## src/rtl/mem_arb_pkg.sv

```systemverilog
// mem_arb_pkg: shared types and constants for the two-port memory arbiter.
// Revision: 1.0
`default_nettype none

package mem_arb_pkg;

  typedef enum logic {
    PORT_M0 = 1'b0,
    PORT_M1 = 1'b1
  } port_e;

  localparam int BURST_W           = 4;
  localparam int MAX_BURST_DEFAULT = 4;

endpackage

`default_nettype wire

```

## src/rtl/mem_arb_pick.sv

```systemverilog
// mem_arb_pick: one-hot grant selection, m0 first unless the burst limit hands the slot to m1.
// Revision: 1.0
`default_nettype none

module mem_arb_pick
  import mem_arb_pkg::*;
(
  input  logic       m0_req,
  input  logic       m1_req,
  input  logic       force_m1,
  output logic [1:0] gnt
);

  always_comb begin
    gnt = 2'b00;
    if (m0_req && !(force_m1 && m1_req)) begin
      gnt[PORT_M0] = 1'b1;
    end else if (m1_req) begin
      gnt[PORT_M1] = 1'b1;
    end
  end

endmodule

`default_nettype wire

```

## src/rtl/mem_arb.sv

```systemverilog
// mem_arb: two-requester single-port memory arbiter with bounded m0 bursts and read-return routing.
// Revision: 1.0
`default_nettype none

module mem_arb
  import mem_arb_pkg::*;
#(
  parameter int MAX_BURST = MAX_BURST_DEFAULT
) (
  input  logic        clk,
  input  logic        reset,
  input  logic        m0_req,
  input  logic        m0_we,
  input  logic [31:0] m0_addr,
  input  logic [31:0] m0_wdata,
  input  logic [3:0]  m0_wmask,
  output logic        m0_gnt,
  output logic        m0_rvalid,
  output logic [31:0] m0_rdata,
  input  logic        m1_req,
  input  logic        m1_we,
  input  logic [31:0] m1_addr,
  input  logic [31:0] m1_wdata,
  input  logic [3:0]  m1_wmask,
  output logic        m1_gnt,
  output logic        m1_rvalid,
  output logic [31:0] m1_rdata,
  output logic        mem_we,
  output logic [31:0] mem_a,
  output logic [31:0] mem_wd,
  output logic [3:0]  mem_wm,
  input  logic [31:0] mem_rd
);

  logic [BURST_W-1:0] burst_cnt;
  logic               force_m1;
  logic [1:0]         pick_gnt;
  logic               m0_rv_q;
  logic               m1_rv_q;
  logic               unused_addr_lsb;

  assign force_m1 = (burst_cnt == BURST_W'(MAX_BURST));

  mem_arb_pick u_pick (
    .m0_req   (m0_req),
    .m1_req   (m1_req),
    .force_m1 (force_m1),
    .gnt      (pick_gnt)
  );

  // Grants are suppressed while reset is held so every output reads zero.
  assign m0_gnt = pick_gnt[PORT_M0] & ~reset;
  assign m1_gnt = pick_gnt[PORT_M1] & ~reset;

  assign unused_addr_lsb = ^{m0_addr[1:0], m1_addr[1:0]};

  always_comb begin
    mem_we = 1'b0;
    mem_a  = 32'h0;
    mem_wd = 32'h0;
    mem_wm = 4'h0;
    if (m0_gnt) begin
      mem_we = m0_we;
      mem_a  = {m0_addr[31:2], 2'b00};
      mem_wd = m0_wdata;
      mem_wm = m0_we ? m0_wmask : 4'h0;
    end else if (m1_gnt) begin
      mem_we = m1_we;
      mem_a  = {m1_addr[31:2], 2'b00};
      mem_wd = m1_wdata;
      mem_wm = m1_we ? m1_wmask : 4'h0;
    end
  end

  always_ff @(posedge clk or posedge reset) begin
    if (reset) begin
      burst_cnt <= '0;
    end else if (m1_gnt || !m1_req) begin
      burst_cnt <= '0;
    end else if (m0_gnt) begin
      burst_cnt <= burst_cnt + 1'b1;
    end
  end

  // Memory returns read data one cycle after the address; route it to whoever was granted.
  always_ff @(posedge clk or posedge reset) begin
    if (reset) begin
      m0_rv_q <= 1'b0;
      m1_rv_q <= 1'b0;
    end else begin
      m0_rv_q <= m0_gnt & ~m0_we;
      m1_rv_q <= m1_gnt & ~m1_we;
    end
  end

  assign m0_rvalid = m0_rv_q;
  assign m1_rvalid = m1_rv_q;
  assign m0_rdata  = m0_rv_q ? mem_rd : 32'h0;
  assign m1_rdata  = m1_rv_q ? mem_rd : 32'h0;

endmodule

`default_nettype wire

```

## config.mk

```make
export PLATFORM = sky130hd
export DESIGN_NAME = mem_arb
export DESIGN_NICKNAME = d
export VERILOG_FILES = /design/src/rtl/mem_arb_pkg.sv /design/src/rtl/mem_arb_pick.sv /design/src/rtl/mem_arb.sv
export SDC_FILE = /design/constraint.sdc
export NUM_CORES = 1
export LEC_CHECK = 0
export BUFFER_PORTS_ARGS = -buffer_cell sky130_fd_sc_hd__buf_2
export CAP_MARGIN = 20
export CORE_AREA = 2 2 120 122
export DETAILED_ROUTE_END_ITERATION = 10
export DIE_AREA = 0 0 122 124
export PLACE_DENSITY = 0.47
export SLEW_MARGIN = 20
export SYNTH_ARGS = -nofsm -noshare
export SYNTH_HDL_FRONTEND = slang
export SYNTH_SLANG_ARGS = --single-unit
```

## constraint.sdc

```tcl
create_clock -name clk -period 3.7 [get_ports clk]
set_clock_uncertainty 0.1 [all_clocks]
set_input_delay 0.555 -clock clk [delete_from_list [all_inputs] [get_ports clk]]
set_output_delay 0.555 -clock clk [all_outputs]
set_load 0.05 [all_outputs]
```

# Word level (Yosys, flattened, before mapping)
# Index checks and enable logic that the tools add are counted.
# word_totals
inputBits	174
word_cells	35
register_bits	6
output_inout_bits	137
# classes
n_reduce_logical	6
n_eq_ne	1
addsub	1
bitwise	7
muxes	17
# ops
op	n
$mux W32	6
$mux W4	6
$mux W1	5
$add A4 B1 Y4 const B	1
$and A1 B1 Y1	4
$eq A4 B3 Y1 const B	1
$not A1 Y1	3
$logic_and A1 B1 Y1	2
$logic_not A1 Y1	2
$reduce_bool A2 Y1	1
$logic_or A1 B1 Y1	1

# Longest topological paths before layout
# Gate-level depths: netlist of run 1.
# depth
word_depth	8
mapped_depth	7
mapped_depth_nobuf	5

# Cells and area by module
# From an unflattened synthesis of run 1, not the netlist that was laid out.
# hier_totals
hier_cells	190
area_unflattened_um2	1492.7
# by_module_without_submodules
mod	area_each_um2	cells_per_inst	n_inst	seq_area_each_um2
mem_arb	1473.9	187	1	150.1
mem_arb_pick	18.8	3	1	0.0

# Least setup slack after synthesis of run 1
# Ideal clock, no wire load.
# synth_path
kind	register -> output
from	register burst_cnt[0]
to	output mem_wd[23]
stages_incl_launch_ff	7
path_buffers	1
t_arrival_ns	1.976
setup_slack_ns	1.069
required_time_ns	3.045
cell_sequence	dfrtp_1 -> inv_1 -> ha_1 -> nand3b_2 -> a211oi_4 -> buf_6 -> a22o_1
# synth_between
elab_chain_len	8
word_cells_on_any_way	10
classes_between	1 x eq/ne; 4 x mux; 2 x bitwise; 3 x reduce/logical
# synth_rtl
element	line_no	rtl
start: declaration	mem_arb.sv:35	logic [BURST_W-1:0] burst_cnt;
start signal: assignment	mem_arb.sv:81	burst_cnt <= burst_cnt + 1'b1;
$eq A4 B3 Y1	mem_arb.sv:42	assign force_m1 = (burst_cnt == BURST_W'(MAX_BURST));
$logic_and A1 B1 Y1	mem_arb_pick.sv:16	if (m0_req && !(force_m1 && m1_req)) begin
$logic_not A1 Y1	mem_arb_pick.sv:16	
$logic_and A1 B1 Y1	mem_arb_pick.sv:16	
$mux W1	mem_arb_pick.sv:16	
$and A1 B1 Y1	mem_arb.sv:53	assign m1_gnt = pick_gnt[PORT_M1] & ~reset;
net m1_gnt	mem_arb.sv:25	output logic m1_gnt,
$mux W32	mem_arb.sv:67	end else if (m1_gnt) begin
$mux W32	mem_arb.sv:62	if (m0_gnt) begin
end: declaration	mem_arb.sv:30	output logic [31:0] mem_wd,
# The timed path passes the listed nets, and every way through them passes these cells.

# Final worst setup path of run 1
# layout_path
from	register burst_cnt[0]
to	output mem_a[17]
# layout_between
elab_chain_len	8
word_cells_on_any_way	10
classes_between	1 x eq/ne; 4 x mux; 2 x bitwise; 3 x reduce/logical
# layout_rtl
element	line_no	rtl
$eq A4 B3 Y1 (*)	mem_arb.sv:42	
$logic_and A1 B1 Y1 (*)	mem_arb_pick.sv:16	
$logic_not A1 Y1 (*)	mem_arb_pick.sv:16	
$logic_and A1 B1 Y1 (*)	mem_arb_pick.sv:16	
$mux W1	mem_arb_pick.sv:16	
$and A1 B1 Y1	mem_arb.sv:53	
$mux W32	mem_arb.sv:67	
$mux W32 (*)	mem_arb.sv:62	
end: declaration	mem_arb.sv:29	output logic [31:0] mem_a,
# Mark *: on every way between the ends. The rest lies on a longest branch, timed or not.

==> results of run 1 <==
[logic make-up after synthesis]
family	count (synthesis)	share of synthesized area, %
adders and majority gates	2	1.654
buffers and inverters	28	10.92
DFF	6	9.925
other	1	0.2479
and+or+nand+nor	79	32.84
AOI/OAI and AO/OA	77	44.42
[Yosys cell counts (2+ instances only)]
library cell	instances
o31ai_1	2
inv_1	6
clkbuf_1	8
ha_1	2
buf_4	2
a32o_1	4
a22o_1	62
buf_6	6
a21oi_1	3
nand3_1	2
dfrtp_1	6
and2_1	64
buf_2	6
nand2_1	2
[sequential cells by signal, indices dropped and copies added, names as in the netlist]
signal,count
burst_cnt,4
m0_rvalid,1
m1_rvalid,1
[power by group through the flow]
stage / clock, W / sequential [W] / combinational (W)
floorplan: 0 / 0.0000723 / 0.000311
global placement: 0 / 0.0000738 / 0.000487
detailed placement: 0 / 0.0000741 / 0.000490
CTS: 0.000178 / 0.0000733 / 0.000491
global route: 0.000182 / 0.0000741 / 0.000512
finish: 0.000173 / 0.0000732 / 0.000485
[through the flow]
stage | util (%) | hold WS, ns | instances | cell area [um^2] | setup slack, ns
final | 23.64 | 0.2405 | 663 | 3243 | 0.6636
after global routing | 23.64 | 0.2645 | 663 | 3243 | 0.4712
after CTS | 23.64 | 0.2395 | 663 | 3243 | 0.6404
after detailed placement | 23.09 | 0.4589 | 660 | 3168 | 0.8657
after global placement | 23.09 | 0.4619 | 660 | 3168 | 0.8931
after floorplan | - | 0.4218 | 194 | 1516 | 1.069
[path summary, 6_finish.rpt]
| path | endpoint | slack (ns) | cells after the start |
|---|---|---|---|
| min in group clk | burst_cnt[0]$_DFFE_PP0P_ | 0.46 | 2 |
| hold reg to reg | burst_cnt[0]$_DFFE_PP0P_ | 0.46 | 2 |
| max in group asynchronous | m1_rvalid$_DFF_PP0_ | 3.04 | 2 |
| setup / recovery | mem_a[17] | 0.66 | 7 |
| setup reg to reg | burst_cnt[3]$_DFFE_PP0P_ | 1.89 | 5 |
| hold / removal | burst_cnt[1]$_DFFE_PP0P_ | 0.24 | 2 |
[cell type report]
class | count | area (um^2) | area share (%)
Timing Repair Buffer | 308 | 1564 | 48.23
Sequential cell | 6 | 150.1 | 4.630
Tap cell | 180 | 225.2 | 6.944
Clock buffer | 3 | 75.07 | 2.315
Multi-Input combinational cell | 160 | 1206 | 37.19
Inverter | 6 | 22.52 | 0.6944
[metal layers]
metal | up-vias | global-route usage (%) | routed length (um)
met2 | 199 | 23.74 | 5481
met5 | - | 0 | 0
met3 | 4 | 3.434 | 1263
met4 | 0 | 0.8621 | 41
li1 | 1301 | - | -
met1 | 1233 | 15.93 | 4542
==> impl_metrics.yaml, run 1 <==
drt:
  via_count: 2737
  ant_nets: 0
  wl_mm: 11.33
  vias_per_cell: 4.128
  first_pass_iters: 4
  wl_per_cell_um: 17.09
  drtIter0Drc: 69
  drcViolationCount: 0
yosys:
  async_reset_ff_share_pct: 100.0
  avgSynthCellArea_um2: 7.838
  synthCells: 193
  yosysWarnings: 0
  ys.flop_type: "dfrtp_1"
  netlist_area_um2: 1513
  ys_ff_latch: 6
  yosysTopAreaCell: "a22o_1"
  yosysSeqAreaShare_pct: 9.926
  synth_cell_types: 32
  synthTopCellsByArea: "a22o_1, and2_1, dfrtp_1, buf_6, a32o_1"
  synth-edff-count: 0
  yosysTopAreaCellShare_pct: 35.90
cts:
  cts.sinks: 6
  h-tree-depth: 1
  clkTransAtPathRegs_ns: 0.04
  holdBufCountCts: 0
  clock_path_buffers: 2
  cts_tree: "done"
  post-cts-setup-buffer-count: 0
  cts_resized: 0
  cts_root_buf: "clkbuf_16"
  clock_latency_ns: 0.23
  cts_buffers: 3
finish:
  final_cell_mix: "buf_2, and2_1, a22o_1, inv_1, dfrtp_1"
  final_common_cell: "buf_2"
  diodes: 0
  drive_gt1_share_pct: 65.01
  syn_to_final_growth_pct: 114.4
  n_fill_cell: 1564
  nNetsFinal: 661
sta:
  worstMarginPinSlew_ns: 0.7531
  finalHoldViolCount: 0
  rsz0062_at_grt: "no"
  slew_headroom_pct: 49.79
  fmax_mhz: 329.3
  setup_viol: 0
  tns_ns: 0
  finalCriticalPeriod_ns: 3.036
  drv_slew: 0
  finalCritPeriodShare_pct: 82.07
global_route:
  grt_max_degree: 60
  first_global_vias: 2418
  grt_antenna_before_repair: 1
  grt_pass1_wl_mm: 14.51
  globalRoute.totalOverflow: 0
  grt_usage_pct: 12.99
floorplanning:
  design.core.area_um2: 13720
  initial_core_util_pct: 11.03
  fp.dieH_um: 124
  die_area_um2: 15130
  ioPinCount: 311
  std_cell_rows: 43
  die_w_um: 122
power:
  switchingPower_w: 0.0003762
  p_int_w: 0.0003558
  seqPwrFrac_pct: 10.0
  power.leakage_nw: 2.020
  power_density_nw_per_um2: 225.7
  ir_drop_uv: 113.7
  p_clk_share_pct: 23.7
  power_w: 0.0007320
  combinationalPowerShare_pct: 66.3
  switching_share_pct: 51.39
outcome:
  outcome: "completed"
place:
  place_hpwl_mm: 10.28
  place_congestion: 0.8006
  port_buffers: 304
worst_setup_path:
  r2r-start: "burst_cnt[0]$_DFFE_PP0P_"
  worst_setup_path_start_kind: "flop"
  cp_slowest_cell: "buf_4"
  cpPeakStageDelay_ns: 0.49
  crit_required_ns: 3.04
  crit_type: "flop to output port"
  arrival_ns: 2.38
  path_delay_family: "buffers and inverters"
  crit_fanout: 54
  crit_buf_inv: 3
  crit_chain: "inv_1 > ha_1 > nand3b_2 > a211oi_4 > buf_4 > a22o_1 > buf_2"
  crit_path_start: "burst_cnt[0]$_DFFE_PP0P_"
  cp-end-kind: "output port"
run:
  drv_cap: 0
min_path:
  hold_path_class: "input pin to asynchronous set/reset pin"
No activity file was read; power rests on OpenSTA's default activity.
==> run 2, diff against run 1 <==
--- a/config.mk
+++ b/config.mk
@@ -5,12 +5,13 @@
 export SDC_FILE = /design/constraint.sdc
 export NUM_CORES = 1
 export LEC_CHECK = 0
+export ABC_AREA = 1
 export BUFFER_PORTS_ARGS = -buffer_cell sky130_fd_sc_hd__buf_2
 export CAP_MARGIN = 20
 export CORE_AREA = 2 2 120 122
 export DETAILED_ROUTE_END_ITERATION = 10
 export DIE_AREA = 0 0 122 124
-export PLACE_DENSITY = 0.47
+export PLACE_DENSITY = 0.48
 export SLEW_MARGIN = 20
 export SYNTH_ARGS = -nofsm -noshare
 export SYNTH_HDL_FRONTEND = slang
==> constraint.sdc (replaced) <==
create_clock -name clk -period 3.2 [get_ports clk]
set_clock_uncertainty 0.1 [all_clocks]
set_input_delay 0.48 -clock clk [delete_from_list [all_inputs] [get_ports clk]]
set_output_delay 0.48 -clock clk [all_outputs]
set_load 0.05 [all_outputs]
==> impl_metrics.yaml, run 2 <==
place:
  place_congestion: 0.7160
  dp.cells: 868
  place_hpwl_mm: 8.153
  port_buffers: 304
min_path:
  hold_path_class: "input pin to asynchronous set/reset pin"
yosys:
  synthTopCellsByArea: "nand2_1, inv_1, dfrtp_1, buf_6, nand4_1"
  yosysTopAreaCellShare_pct: 57.27
  netlist_area_um2: 1763
  ys_ff_latch: 6
  synth-edff-count: 0
  async_reset_ff_share_pct: 100.0
  synth_cell_types: 19
  avgSynthCellArea_um2: 4.452
  yosysTopAreaCell: "nand2_1"
  yosysWarnings: 0
  ys.flop_type: "dfrtp_1"
  synthTopCellsByCount: "nand2_1, inv_1, nand3_1, nand4_1, buf_6"
  synth_most_common_cell: "nand2_1"
  synthCells: 396
  yosysSeqAreaShare_pct: 8.517
cts:
  cts_buffers: 3
  clock_path_buffers: 2
  clock_latency_ns: 0.22
  cts.sinks: 6
  cts_tree: "done"
  holdBufCountCts: 0
  cts_resized: 0
  h-tree-depth: 1
  cts_root_buf: "clkbuf_16"
  post-cts-setup-buffer-count: 0
  clkTransAtPathRegs_ns: 0.03
worst_setup_path:
  arrival_ns: 2.14
  cp-end-kind: "output port"
  crit_required_ns: 2.62
  worst_setup_path_start_kind: "flop"
  crit_fanout: 43
  crit_type: "flop to output port"
sta:
  finalCriticalPeriod_ns: 2.721
  finalHoldViolCount: 0
  rsz0062_at_grt: "no"
  setup_viol: 0
  drv_slew: 0
  fmax_mhz: 367.5
  tns_ns: 0
  finalCritPeriodShare_pct: 85.02
drt:
  ant_nets: 0
  drcViolationCount: 0
  wl_per_cell_um: 10.76
  wl_mm: 9.376
  via_count: 3200
  drtIter0Drc: 79
  vias_per_cell: 3.674
  first_pass_iters: 4
floorplanning:
  die_area_um2: 15130
  initial_core_util_pct: 12.85
  design.core.area_um2: 13720
  die_w_um: 122
  std_cell_rows: 43
  ioPinCount: 311
  fp.dieH_um: 124
finish:
  diodes: 0
  final_cell_mix: "buf_2, nand2_1, inv_1, nand3_1, nand4_1"
  nNetsFinal: 869
  largest_reg_flops: 4
  instances_no_fill: 871
  syn_to_final_growth_pct: 100.1
  top_register: "burst_cnt"
  n_fill_cell: 1625
  final_common_cell: "buf_2"
  drive_gt1_share_pct: 46.16
global_route:
  grt_usage_pct: 10.42
  grt_antenna_before_repair: 0
  globalRoute.totalOverflow: 0
  grt_pass1_wl_mm: 12.69
  grt_max_degree: 53
  first_global_vias: 2591
power:
  power.leakage_nw: 2.914
  ir_drop_uv: 106.6
  power_density_nw_per_um2: 234.0
outcome:
  outcome: "completed"
run:
  drv_cap: 0
[run 2: changes by cell type after synthesis, moves of 6 or more]
cell     before  now
a22o_1       62    0
nand3_1       2    8
nand2_1       2  269
nand4_1       0    8
inv_1         6   72
and2_1       64    0
[run 2: final timing paths]
path / start / end / slack [ns] / cells after the start
setup / recovery: burst_cnt[0]$_DFFE_PP0P_ / mem_wd[13] / 0.48 / 9
hold / removal: reset / burst_cnt[0]$_DFFE_PP0P_ / 0.11 / 2
setup reg to reg: burst_cnt[0]$_DFFE_PP0P_ / m1_rvalid$_DFF_PP0_ / 1.82 / 6
hold reg to reg: burst_cnt[3]$_DFFE_PP0P_ / burst_cnt[3]$_DFFE_PP0P_ / 0.45 / 2
max in group asynchronous: reset / burst_cnt[2]$_DFFE_PP0P_ / 2.57 / 3
min in group clk: m0_we / m0_rvalid$_DFF_PP0_ / 0.32 / 2
[run 2: final cells by class]
cell class	count	area, um^2	share of cell area (%)
timing repair buffer	312	1607	45.55
inverter	73	274.0	7.769
multi-input combinational	297	1196	33.91
clock buffer	3	75.07	2.128
sequential	6	150.1	4.257
tap	180	225.2	6.385
[run 2: cell families after synthesis]
family,share of synthesized area (%)
other,0.2127
buffers and inverters,23.85
DFF,8.516
and+or+nand+nor,65.22
adders and majority gates,1.419
xor gates and xnor gates,0.4969
AOI/OAI and AO/OA,0.2836
[run 2: power by group]
part,switching [W],leakage (nW),internal (W)
registers,0.00000152,0.0824,0.0000782
clock network,0.0000384,0.0370,0.000160
logic,0.000392,2.79,0.000155
total,0.000432,2.91,0.000393
[run 2: per-stage QoR]
stage          utilization [%]  hold slack, ns  setup WS (ns)  cell area, um^2  total power [W]
6_report                 25.71          0.1084         0.4792             3527        0.0008255
5_1_grt                  25.71          0.1301         0.2539             3527        0.0008756
4_1_cts                  25.71          0.1076         0.4267             3527        0.0008358
3_5_place_dp             25.16          0.3425         0.6246             3452        0.0006335
3_3_place_gp             25.16          0.3433         0.6189             3452        0.0006322
2_1_floorplan                -          0.2038         0.6272             1767        0.0004336
[run 2: per-layer routing]
metal | global-route usage, % | up-vias | routed length (um)
met4 | 1.724 | 0 | 33
met2 | 19.76 | 190 | 4668
met5 | 0 | - | 0
met1 | 12.21 | 1296 | 3623
li1 | - | 1712 | -
met3 | 2.106 | 2 | 1050
[run 2: critical path, stage by stage (launching register included)]
cell and delay, ns:
dfrtp_1 0.40, inv_1 0.08, ha_1 0.21, nand4_1 0.11
nand3_1 0.14, inv_2 0.26, buf_12 0.25, nand2_1 0.07
nand2_1 0.10, buf_2 0.27
==> run 3, diff against run 2 <==
==> constraint.sdc (replaced) <==
create_clock -name clk -period 3.2 [get_ports clk]
set_clock_uncertainty 0.1 [all_clocks]
set_input_delay 0.64 -clock clk [delete_from_list [all_inputs] [get_ports clk]]
set_output_delay 0.64 -clock clk [all_outputs]
set_load 0.05 [all_outputs]
==> impl_metrics.yaml, run 3 (synthesized netlist as in run 2, its figures left out) <==
outcome:
  outcome: "completed"
drt:
  first_pass_iters: 4
  wl_mm: 9.133
  drtIter0Drc: 72
  vias_per_cell: 3.620
  drcViolationCount: 0
  wl_per_cell_um: 10.49
  ant_nets: 0
  via_count: 3153
finish:
  final_cell_mix: "buf_2, nand2_1, inv_1, nand3_1, nand4_1"
  n_fill_cell: 1643
  syn_to_final_growth_pct: 100.9
  drive_gt1_share_pct: 46.16
  top_register: "burst_cnt"
  largest_reg_flops: 4
  nNetsFinal: 869
  final_common_cell: "buf_2"
  diodes: 0
sta:
  rsz0062_at_grt: "no"
  finalCritPeriodShare_pct: 91.32
  tns_ns: 0
  drv_slew: 0
  finalCriticalPeriod_ns: 2.922
  fmax_mhz: 342.2
  finalHoldViolCount: 0
  setup_viol: 0
worst_setup_path:
  cp-end-kind: "output port"
  crit_type: "flop to output port"
  crit_fanout: 49
  cpPeakStageDelay_ns: 0.41
  crit_buf_inv: 4
  worst_setup_path_start_kind: "flop"
  cp_slowest_cell: "dfrtp_1"
  critPathMostFrequentCell: "nand2_1"
  crit_chain: "inv_1 > ha_1 > nand4_1 > nand3_1 > inv_2 > buf_12 > nand2_1 > nand2_1 > buf_2"
  path_delay_family: "buffers and inverters"
  crit_required_ns: 2.46
  arrival_ns: 2.18
floorplanning:
  initial_core_util_pct: 12.85
  ioPinCount: 311
  std_cell_rows: 43
  die_area_um2: 15130
  design.core.area_um2: 13720
  fp.dieH_um: 124
  die_w_um: 122
global_route:
  first_global_vias: 2589
  grt_usage_pct: 10.09
  grt_pass1_wl_mm: 12.37
  globalRoute.totalOverflow: 0
  grt_max_degree: 50
  grt_antenna_before_repair: 1
cts:
  clkTransAtPathRegs_ns: 0.04
  cts_buffers: 3
  clock_latency_ns: 0.23
  post-cts-setup-buffer-count: 0
  clock_path_buffers: 2
  cts.sinks: 6
  h-tree-depth: 1
  cts_resized: 0
  holdBufCountCts: 0
  cts_root_buf: "clkbuf_16"
  cts_tree: "done"
place:
  port_buffers: 304
  place_congestion: 0.7154
  place_hpwl_mm: 7.941
power:
  power_w: 0.0008296
  power_density_nw_per_um2: 234.2
  ir_drop_uv: 112.2
  power.leakage_nw: 2.918
min_path:
  hold_path_class: "input pin to asynchronous set/reset pin"
run:
  drv_cap: 0
[run 3: path summary, 6_finish.rpt]
kind	cells past startpoint	slack, ns	start	end
max	9	0.28	burst_cnt[0]$_DFFE_PP0P_	mem_wd[13]
min	3	0.37	reset	burst_cnt[2]$_DFFE_PP0P_
max reg2reg	7	1.82	burst_cnt[0]$_DFFE_PP0P_	burst_cnt[3]$_DFFE_PP0P_
min reg2reg	2	0.44	burst_cnt[3]$_DFFE_PP0P_	burst_cnt[3]$_DFFE_PP0P_
max in group asynchronous	3	2.50	reset	burst_cnt[3]$_DFFE_PP0P_
min in group clk	2	0.44	burst_cnt[3]$_DFFE_PP0P_	burst_cnt[3]$_DFFE_PP0P_
[run 3: cell type report]
cell class	count	area, um^2	area share, %
tap	180	225.2	6.358
sequential	6	150.1	4.239
multi-input combinational	297	1196	33.77
clock buffer	3	75.07	2.119
inverter	73	274.0	7.736
timing repair buffer	312	1622	45.78
[run 3: metal layers]
layer / global-route usage [%] / routed length (um) / vias to the layer above
met5: 0 / 13 / -
met4: 1.509 / 41 / 2
met3: 2.473 / 986 / 6
met2: 19.27 / 4618 / 180
met1: 11.52 / 3472 / 1254
li1: - / - / 1711
[run 3: stage by stage]
step | instance area [um^2] | cells | hold slack [ns] | util, % | setup slack, ns
final | 3542 | 871 | 0.3715 | 25.82 | 0.2779
after global routing | 3542 | 871 | 0.3947 | 25.82 | 0.1103
after CTS | 3542 | 871 | 0.3734 | 25.82 | 0.2733
after detailed placement | 3467 | 868 | 0.4351 | 25.27 | 0.3913
after global placement | 3467 | 868 | 0.4273 | 25.27 | 0.3905
after floorplan | 1767 | 397 | 0.3638 | - | 0.3123
[run 3: where the power goes]
| group | leakage [nW] | switching, W | total (W) | internal, W |
|---|---|---|---|---|
| clock network | 0.0370 | 0.0000418 | 0.000202 | 0.000160 |
| registers | 0.0824 | 0.00000158 | 0.0000798 | 0.0000782 |
| logic | 2.80 | 0.000391 | 0.000548 | 0.000157 |
| total | 2.92 | 0.000434 | 0.000830 | 0.000395 |
[run 3: tightest hold or removal path, delay by kind of cell]
family | cells | cell delay (ns)
buf+inv | 3 | 0.39
